$ cat src/rtl/dram_miss_master.sv
// dram_miss_master: memory-side initiator for the data cache.
// Takes one miss at a time from the cache controller, runs an optional
// dirty-line writeback (SW) then a refill read (LW) on the DRAM port, and
// returns the refill word to the controller as a one-cycle fill pulse.
// Optional feature macro: DRAM_TIMEOUT_EN. It bounds the wait for mem_ready
// and reports an expired wait through fill_err.
module dram_miss_master #(
  parameter int tag     = 20,
  parameter int data    = 11,
  parameter int TIMEOUT = 16,
  localparam int LINE_W = tag + data + 1
) (
  input  logic              clk,
  input  logic              rst,
  input  logic              miss_valid,
  output logic              miss_ready,
  input  logic [31:0]       miss_addr,
  input  logic              miss_dirty,
  input  logic [31:0]       wb_addr,
  input  logic [LINE_W-1:0] wb_line,
  output logic              fill_valid,
  output logic [data-1:0]   fill_data,
  output logic              fill_err,
  output logic [31:0]       mem_address,
  output logic              lsu_operator,
  output logic              mem_req,
  output logic [LINE_W-1:0] write_data_int,
  input  logic              mem_ready,
  input  logic [data-1:0]   dram_data_out
);

  typedef enum logic [2:0] {
    IDLE    = 3'd0,
    WB_REQ  = 3'd1,
    RD_REQ  = 3'd2,
    RD_WAIT = 3'd3,
    RESP    = 3'd4
  } state_t;

  state_t      state_r;
  logic [31:0] miss_addr_r;
  logic        timeout_hit_s;

`ifdef DRAM_TIMEOUT_EN
  localparam logic [7:0] TIMEOUT_LAST = 8'(TIMEOUT - 1);

  logic [7:0] timer_r;

  // Wait-cycle counter: cleared on entry to each request state, counts stalled cycles there.
  always_ff @(posedge clk or posedge rst) begin
    if (rst) begin
      timer_r <= 8'd0;
    end else if ((state_r == IDLE) && miss_valid) begin
      timer_r <= 8'd0;
    end else if ((state_r == WB_REQ) && mem_ready) begin
      timer_r <= 8'd0;
    end else if (((state_r == WB_REQ) || (state_r == RD_REQ)) && !mem_ready) begin
      timer_r <= timer_r + 8'd1;
    end else begin
      timer_r <= timer_r;
    end
  end

  // The wait expires on the edge that would bring the counter up to TIMEOUT.
  always_comb begin
    timeout_hit_s = 1'b0;
    if (timer_r == TIMEOUT_LAST) begin
      timeout_hit_s = 1'b1;
    end else begin
      timeout_hit_s = 1'b0;
    end
  end
`else
  // Without the timeout feature the block waits for mem_ready indefinitely.
  always_comb begin
    timeout_hit_s = 1'b0;
  end
`endif

  // Miss sequencer; every output is a register updated alongside the state.
  // mem_address / write_data_int double as the latched writeback address and
  // line, so only the refill address needs its own holding register.
  always_ff @(posedge clk or posedge rst) begin
    if (rst) begin
      state_r        <= IDLE;
      miss_addr_r    <= 32'd0;
      miss_ready     <= 1'b1;
      mem_req        <= 1'b0;
      lsu_operator   <= 1'b0;
      mem_address    <= 32'd0;
      write_data_int <= '0;
      fill_valid     <= 1'b0;
      fill_data      <= '0;
      fill_err       <= 1'b0;
    end else begin
      case (state_r)
        IDLE: begin
          if (miss_valid) begin
            miss_addr_r <= miss_addr;
            miss_ready  <= 1'b0;
            mem_req     <= 1'b1;
            if (miss_dirty) begin
              state_r        <= WB_REQ;
              lsu_operator   <= 1'b1;
              mem_address    <= wb_addr;
              write_data_int <= wb_line;
            end else begin
              state_r      <= RD_REQ;
              lsu_operator <= 1'b0;
              mem_address  <= miss_addr;
            end
          end else begin
            state_r <= IDLE;
          end
        end

        WB_REQ: begin
          if (mem_ready) begin
            state_r      <= RD_REQ;
            lsu_operator <= 1'b0;
            mem_address  <= miss_addr_r;
          end else if (timeout_hit_s) begin
            // Abandon the writeback and skip the read altogether.
            state_r    <= RESP;
            mem_req    <= 1'b0;
            fill_valid <= 1'b1;
            fill_err   <= 1'b1;
            fill_data  <= '0;
          end else begin
            state_r <= WB_REQ;
          end
        end

        RD_REQ: begin
          if (mem_ready) begin
            state_r <= RD_WAIT;
            mem_req <= 1'b0;
          end else if (timeout_hit_s) begin
            state_r    <= RESP;
            mem_req    <= 1'b0;
            fill_valid <= 1'b1;
            fill_err   <= 1'b1;
            fill_data  <= '0;
          end else begin
            state_r <= RD_REQ;
          end
        end

        RD_WAIT: begin
          // Read data is valid in the cycle after the accepting edge.
          state_r    <= RESP;
          fill_data  <= dram_data_out;
          fill_valid <= 1'b1;
          fill_err   <= 1'b0;
        end

        RESP: begin
          state_r    <= IDLE;
          fill_valid <= 1'b0;
          fill_err   <= 1'b0;
          miss_ready <= 1'b1;
        end

        default: begin
          state_r    <= IDLE;
          mem_req    <= 1'b0;
          fill_valid <= 1'b0;
          fill_err   <= 1'b0;
          miss_ready <= 1'b1;
        end
      endcase
    end
  end

endmodule
$ cat config.mk
export PLATFORM = sky130hd
export DESIGN_NAME = dram_miss_master
export DESIGN_NICKNAME = d
export VERILOG_FILES = /design/src/rtl/dram_miss_master.sv
export SDC_FILE = /design/constraint.sdc
export NUM_CORES = 1
export LEC_CHECK = 0
export CAP_MARGIN = 0
export CORE_MARGIN = 5
export CORE_UTILIZATION = 41
export DETAILED_ROUTE_END_ITERATION = 7
export PLACE_DENSITY_LB_ADDON = 0.2
export SETUP_SLACK_MARGIN = 0.3
export SLEW_MARGIN = 10
export SYNTH_ARGS = -nofsm -noshare
export SYNTH_HDL_FRONTEND = slang
export SYNTH_SLANG_ARGS = --single-unit
$ cat constraint.sdc
create_clock -name clk -period 8.89 [get_ports clk]
set_clock_uncertainty 0.1 [all_clocks]
set_input_delay 2.2225 -clock clk [delete_from_list [all_inputs] [get_ports clk]]
set_output_delay 2.2225 -clock clk [all_outputs]
set_load 0.005 [all_outputs]
==> results.toml, run 1 <==
[sta]
maxSlewViolCount = 0
slew_headroom_pct = 32.1
timing.final.crit_share_pct = 49.9
hold_viol = 0
tns_ps = 0
min_period_ps = 4430
rsz0062_at_grt = "false"
worstMarginPinSlew_ps = 998
setup_viol = 0
max_clock_freq_mhz = 225

[drt]
wl_per_cell_microns = 18.3
via_per_inst = 5.20
route.detailed.drc = 0
dr_total_vias = 3730
drt-pass1-iter-count = 4
drtAntennaViolNets = 0
wirelength_microns = 13100
drt_iter0_markers = 189

[clock_tree]
postCtsSetupRepairBufs = 0
clkTransAtPathRegs_ps = 60
clkSinkCount = 114
cts_tree = "done"
cts-hold-fix-buffers = 0
clock_latency_ps = 390
cts_htree_levels = 4
root_buffer = "clkbuf_16"
ctsLongestPathBuffers = 2
cts_made_buffers = 17
post_cts_resized = 0

[setup_path]
crit_slowest_cell = "nand2_2"
reg2regPathDepth = 4
cp_cell_sequence = "clkdlybuf4s50_1 > nor4b_4 > buf_4 > nand2_2 > mux2_1"
crit_path_start_kind = "input pin"
crit_family = "buffers and inverters"
path_class = "in2reg"
critPathArrivalTime_ps = 4610
critPathRequiredTime_ps = 9060
end_kind = "flip-flop"
slowest_delay_ps = 580
r2r_slack_ps = 5620
cp_max_fo = 34
worstPathBufferInverterCount = 2
timing.critical_path.depth = 5

[synthesis]
synthArstFlopShare_pct = 100
synthDistinctLibCells = 28
synth_area_sq_mm = 0.00501
ys_ff_latch = 114
synthCells = 372
syn_avg_cell_area_sq_um = 13.5
syn_nets = 484
ys_warn_count = 0
ys_seq_area_share_pct = 57.0
yosys_most_used_dff = "dfrtp_1"
synth_edf_count = 0

[layout]
multi_input_area_sq_mm = 0.00202
fill_cells = 948
final_common_cell = "clkdlybuf4s50_1"
layout_common_cells = "189 x clkdlybuf4s50_1, 112 x dfrtp_1, 79 x mux2_2"
seqCellArea_sq_mm = 0.00286
area_growth_pct = 51.4
diodes = 0
final_cells = 717
nNetsFinal = 669
drive_gt1_share_pct = 21.6

[floorplanning]
ioPinCount = 192
design.core.area_sq_mm = 0.0120
die_area_sq_mm = 0.0145
initial_core_util_pct = 41.7
num_rows = 40
die_width_microns = 121
die_h_microns = 121

[power]
cellPowerDensity_mw_per_mm2 = 338
total_leakage_power_nw = 3.12
p_total_w = 0.00257
ir_drop_mv = 0.138

[grt]
grt_max_degree = 73
grtUsageTotal_pct = 18.1
antenna_found_initial = 0
overflow = 0
grt_pass1_vias = 4044
grt_pass1_wl_microns = 20800

[job]
maxCapViolations = 0

[hold_path]
holdPathStages = 1
hold_path.class = "reg2reg"

[place]
dp_cells = 685
numPortBuffers = 190
gp_congestion = 0.760
hpwl_microns = 8910

[status]
status = "finished, final reports clean"
## cells in the mapped netlist (3+ instances only)
library cell,n,area [sq um]
clkbuf_1,12,45.0
mux2_2,79,890
a21oi_1,3,15.0
clkbuf_2,3,15.0
dfrtp_1,113,2830
mux2i_1,33,330
mux2_1,28,315
buf_2,9,45.0
inv_1,4,15.0
o21ai_0,64,320
## registers in the layout, indices dropped and copies added, names as in the netlist
register        count
miss_ready          1
lsu_operator        1
fill_data          11
fill_valid          1
mem_address        32
state_r             3
miss_addr_r        32
mem_req             1
write_data_int     32
## worst reg2reg max path, stage by stage (launching register included)
cell,delay [ps]
dfrtp_2,750
buf_4,500
mux2i_4,910
or2_2,650
o21ai_0,220
## per-stage QoR
stage	cell area, sq um	worst slack (ps)	utilization, %	hold slack, ps
floorplan	5010	3550	-	374
global placement	7000	4080	58.3	373
detailed placement	7000	4020	58.3	379
CTS	7590	4440	63.2	395
global route	7590	4340	63.2	404
finish	7590	4460	63.2	389
## final timing paths
kind | from | end
setup reg to reg | state_r[0] | mem_address[13]
max in group asynchronous | rst | state_r[0]
hold reg to reg | write_data_int[16] | write_data_int[16]
min in group asynchronous | rst | write_data_int[19]
setup / recovery | miss_valid | write_data_int[11]
hold / removal | write_data_int[16] | write_data_int[16]
## layer usage
layer | track usage, % | share of wire [%] | up-vias
li1 | - | - | 1709
met1 | 21.5 | 41 | 1876
met2 | 31.4 | 51 | 136
met3 | 5.66 | 7.1 | 9
met4 | 5.24 | 1.1 | 0
met5 | 0 | 0 | -
## logic make-up after synthesis
group | count (synthesis) | share of synthesized area (%)
AND/OR/NAND/NOR | 12 | 1.77
flip-flops | 114 | 57.0
AO/OA/AOI/OAI | 73 | 7.49
multiplexers | 140 | 30.6
buffers and inverters | 32 | 3.07
other | 1 | 0.0748
## area by class of cell
cell class,instances,area share [%]
timing repair buffer,194,25.4
tap,147,2.42
sequential,114,37.6
clock buffer,20,6.02
clock inverter,12,1.73
multi-input combinational,226,26.6
inverter,4,0.231
## power by group
group / internal (W) / leakage (nW) / switching (W)
clock: 0.000428 / 0.279 / 0.000241
sequential: 0.000784 / 1.37 / 0.000160
combinational: 0.000597 / 1.47 / 0.000356
total: 0.00181 / 3.12 / 0.000757
No activity file was read; power rests on OpenSTA's default activity.
==> run 2: changes to the inputs <==
--- a/config.mk
+++ b/config.mk
@@ -7,7 +7,7 @@
 export LEC_CHECK = 0
 export CAP_MARGIN = 0
 export CORE_MARGIN = 5
-export CORE_UTILIZATION = 41
+export CORE_UTILIZATION = 40
 export DETAILED_ROUTE_END_ITERATION = 7
 export PLACE_DENSITY_LB_ADDON = 0.2
 export SETUP_SLACK_MARGIN = 0.3
==> constraint.sdc (replaced) <==
create_clock -name clk -period 4 [get_ports clk]
set_clock_uncertainty 0.1 [all_clocks]
set_input_delay 1 -clock clk [delete_from_list [all_inputs] [get_ports clk]]
set_output_delay 1 -clock clk [all_outputs]
set_load 0.005 [all_outputs]
==> run 2 against run 1 <==
Total power rose by 110%. Critical path depth is 1 lower. Global-route usage increased by 0.29 points. Via count is 1.1% lower. Sequential share of layout area up 0.19 points. Combinational power is 120% higher. Critical endpoint is now write_data_int[17]. Largest cell class unchanged.
==> results.toml, run 2 (synthesis gave the netlist of run 1 again) <==
[layout]
nNetsFinal = 670
area_growth_pct = 50.7
final_common_cell = "clkdlybuf4s50_1"
reg_top3 = "mem_address (32), miss_addr_r (32), write_data_int (32)"
finish.utilization_pct = 62.1
drive_gt1_share_pct = 19.8
diodes = 0
fill_cells = 977
layout_common_cells = "189 x clkdlybuf4s50_1, 112 x dfrtp_1, 79 x mux2_2"

[setup_path]
path_class = "in2reg"
critPathArrivalTime_ps = 2870
cp_max_fo = 34
end_kind = "flip-flop"
slowest_delay_ps = 560
cp_cell_sequence = "clkdlybuf4s50_1 > nor4b_4 > nand2_2 > mux2_1"
critPathRequiredTime_ps = 4170
worstPathBufferInverterCount = 1
crit_path_start_kind = "input pin"
crit_family = "simple AND/OR/NAND/NOR gates"
crit_slowest_cell = "clkdlybuf4s50_1"

[clock_tree]
clkTransAtPathRegs_ps = 50
clock_latency_ps = 400
cts_htree_levels = 4
cts_tree = "done"
cts_made_buffers = 17
ctsLongestPathBuffers = 2
root_buffer = "clkbuf_16"
post_cts_resized = 0
postCtsSetupRepairBufs = 0
cts-hold-fix-buffers = 0
clkSinkCount = 114

[power]
p_sw_w = 0.00161
clkPwrFrac_pct = 23.2
combinationalPowerShare_pct = 38.6
cellPowerDensity_mw_per_mm2 = 729
total_leakage_power_nw = 3.08
intPower_w = 0.00390
switching_share_pct = 29.2
power_frac_seq_pct = 38.2
ir_drop_mv = 0.293

[sta]
max_clock_freq_mhz = 371
setup_viol = 0
worst_slack_ps = 1310
tns_ps = 0
rsz0062_at_grt = "false"
hold_viol = 0
slew_headroom_pct = 47.4
timing.final.crit_share_pct = 67.3
worstMarginPinSlew_ps = 786
maxSlewViolCount = 0
min_period_ps = 2690

[place]
post-place-ws_ps = 886
hpwl_microns = 8930
numPortBuffers = 190
gp_congestion = 0.771

[job]
maxCapViolations = 0

[grt]
grt_pass1_wl_microns = 20900
grtUsageTotal_pct = 18.4
overflow = 0
grt_pass1_vias = 3958
grt_max_degree = 115
antenna_found_initial = 0

[floorplanning]
initial_core_util_pct = 41.2
die_width_microns = 122
ioPinCount = 192
num_rows = 40
die_area_sq_mm = 0.0149
die_h_microns = 122
design.core.area_sq_mm = 0.0122

[drt]
drtAntennaViolNets = 0
dr_total_vias = 3690
wirelength_microns = 13200
wl_per_cell_microns = 17.9
route.detailed.drc = 0
via_per_inst = 4.99
drt-pass1-iter-count = 4
drt_iter0_markers = 150

[hold_path]
hold_path.class = "reg2reg"

[status]
status = "finished, final reports clean"
-- run 2: changes by cell type in the layout (fill, tap and decap cells not counted), sizes merged --
| cell | before | now |
|---|---|---|
| clkbuf | 20 | 31 |
| clkinv | 4 | 1 |
| clkinvlp | 4 | 1 |
| inv | 6 | 3 |
| bufinv | 2 | 0 |
| buf | 5 | 6 |
-- run 2: final cells by class --
cell class / count / area, sq um / share of cell area (%)
sequential: 114 / 2860 / 37.8
multi-input combinational: 226 / 2020 / 26.7
timing repair buffer: 195 / 1950 / 25.8
clock buffer: 31 / 498 / 6.60
tap: 168 / 210 / 2.78
inverter: 4 / 18.8 / 0.249
clock inverter: 1 / 5.00 / 0.0663
-- run 2: routing by layer --
metal	vias to the layer above	track usage (%)	wire length [microns]
met5	-	0	0
met4	0	5.04	191
met3	17	7.24	996
met2	125	30.5	6700
met1	1842	22.3	5350
li1	1706	-	-
-- run 2: metrics by stage --
step | hold WS [ps] | cells | area, sq um | power, W
2_1_floorplan | 374 | 372 | 5010 | 0.00307
3_3_place_gp | 371 | 707 | 7050 | 0.00419
3_5_place_dp | 372 | 707 | 7050 | 0.00427
4_1_cts | 388 | 739 | 7550 | 0.00559
5_1_grt | 400 | 739 | 7550 | 0.00586
6_report | 384 | 739 | 7550 | 0.00550
-- run 2: worst reg2reg max path, stage by stage, from the launching register on --
cell      delay (ps)
dfrtp_2          810
buf_4            480
nand3b_1         490
mux2_2           440
-- run 2: worst paths after layout --
kind                                   start            endpoint  slack (ps)  depth (start not counted)
max in group asynchronous                rst          state_r[0]        2270                          3
max reg2reg                       state_r[0]        fill_data[1]        1570                          3
max                               miss_valid  write_data_int[17]        1310                          4
min                        write_data_int[1]   write_data_int[1]         380                          1
min in group asynchronous                rst  write_data_int[27]        1010                          3
min reg2reg                write_data_int[1]   write_data_int[1]         380                          1
-- run 2: power groups by stage --
stage	sequential, W	combinational (W)	clock (W)
after floorplan	0.00204	0.00103	0
after global placement	0.00209	0.00210	0
after detailed placement	0.00212	0.00215	0
after CTS	0.00211	0.00216	0.00132
after global routing	0.00218	0.00231	0.00137
final	0.00210	0.00212	0.00128
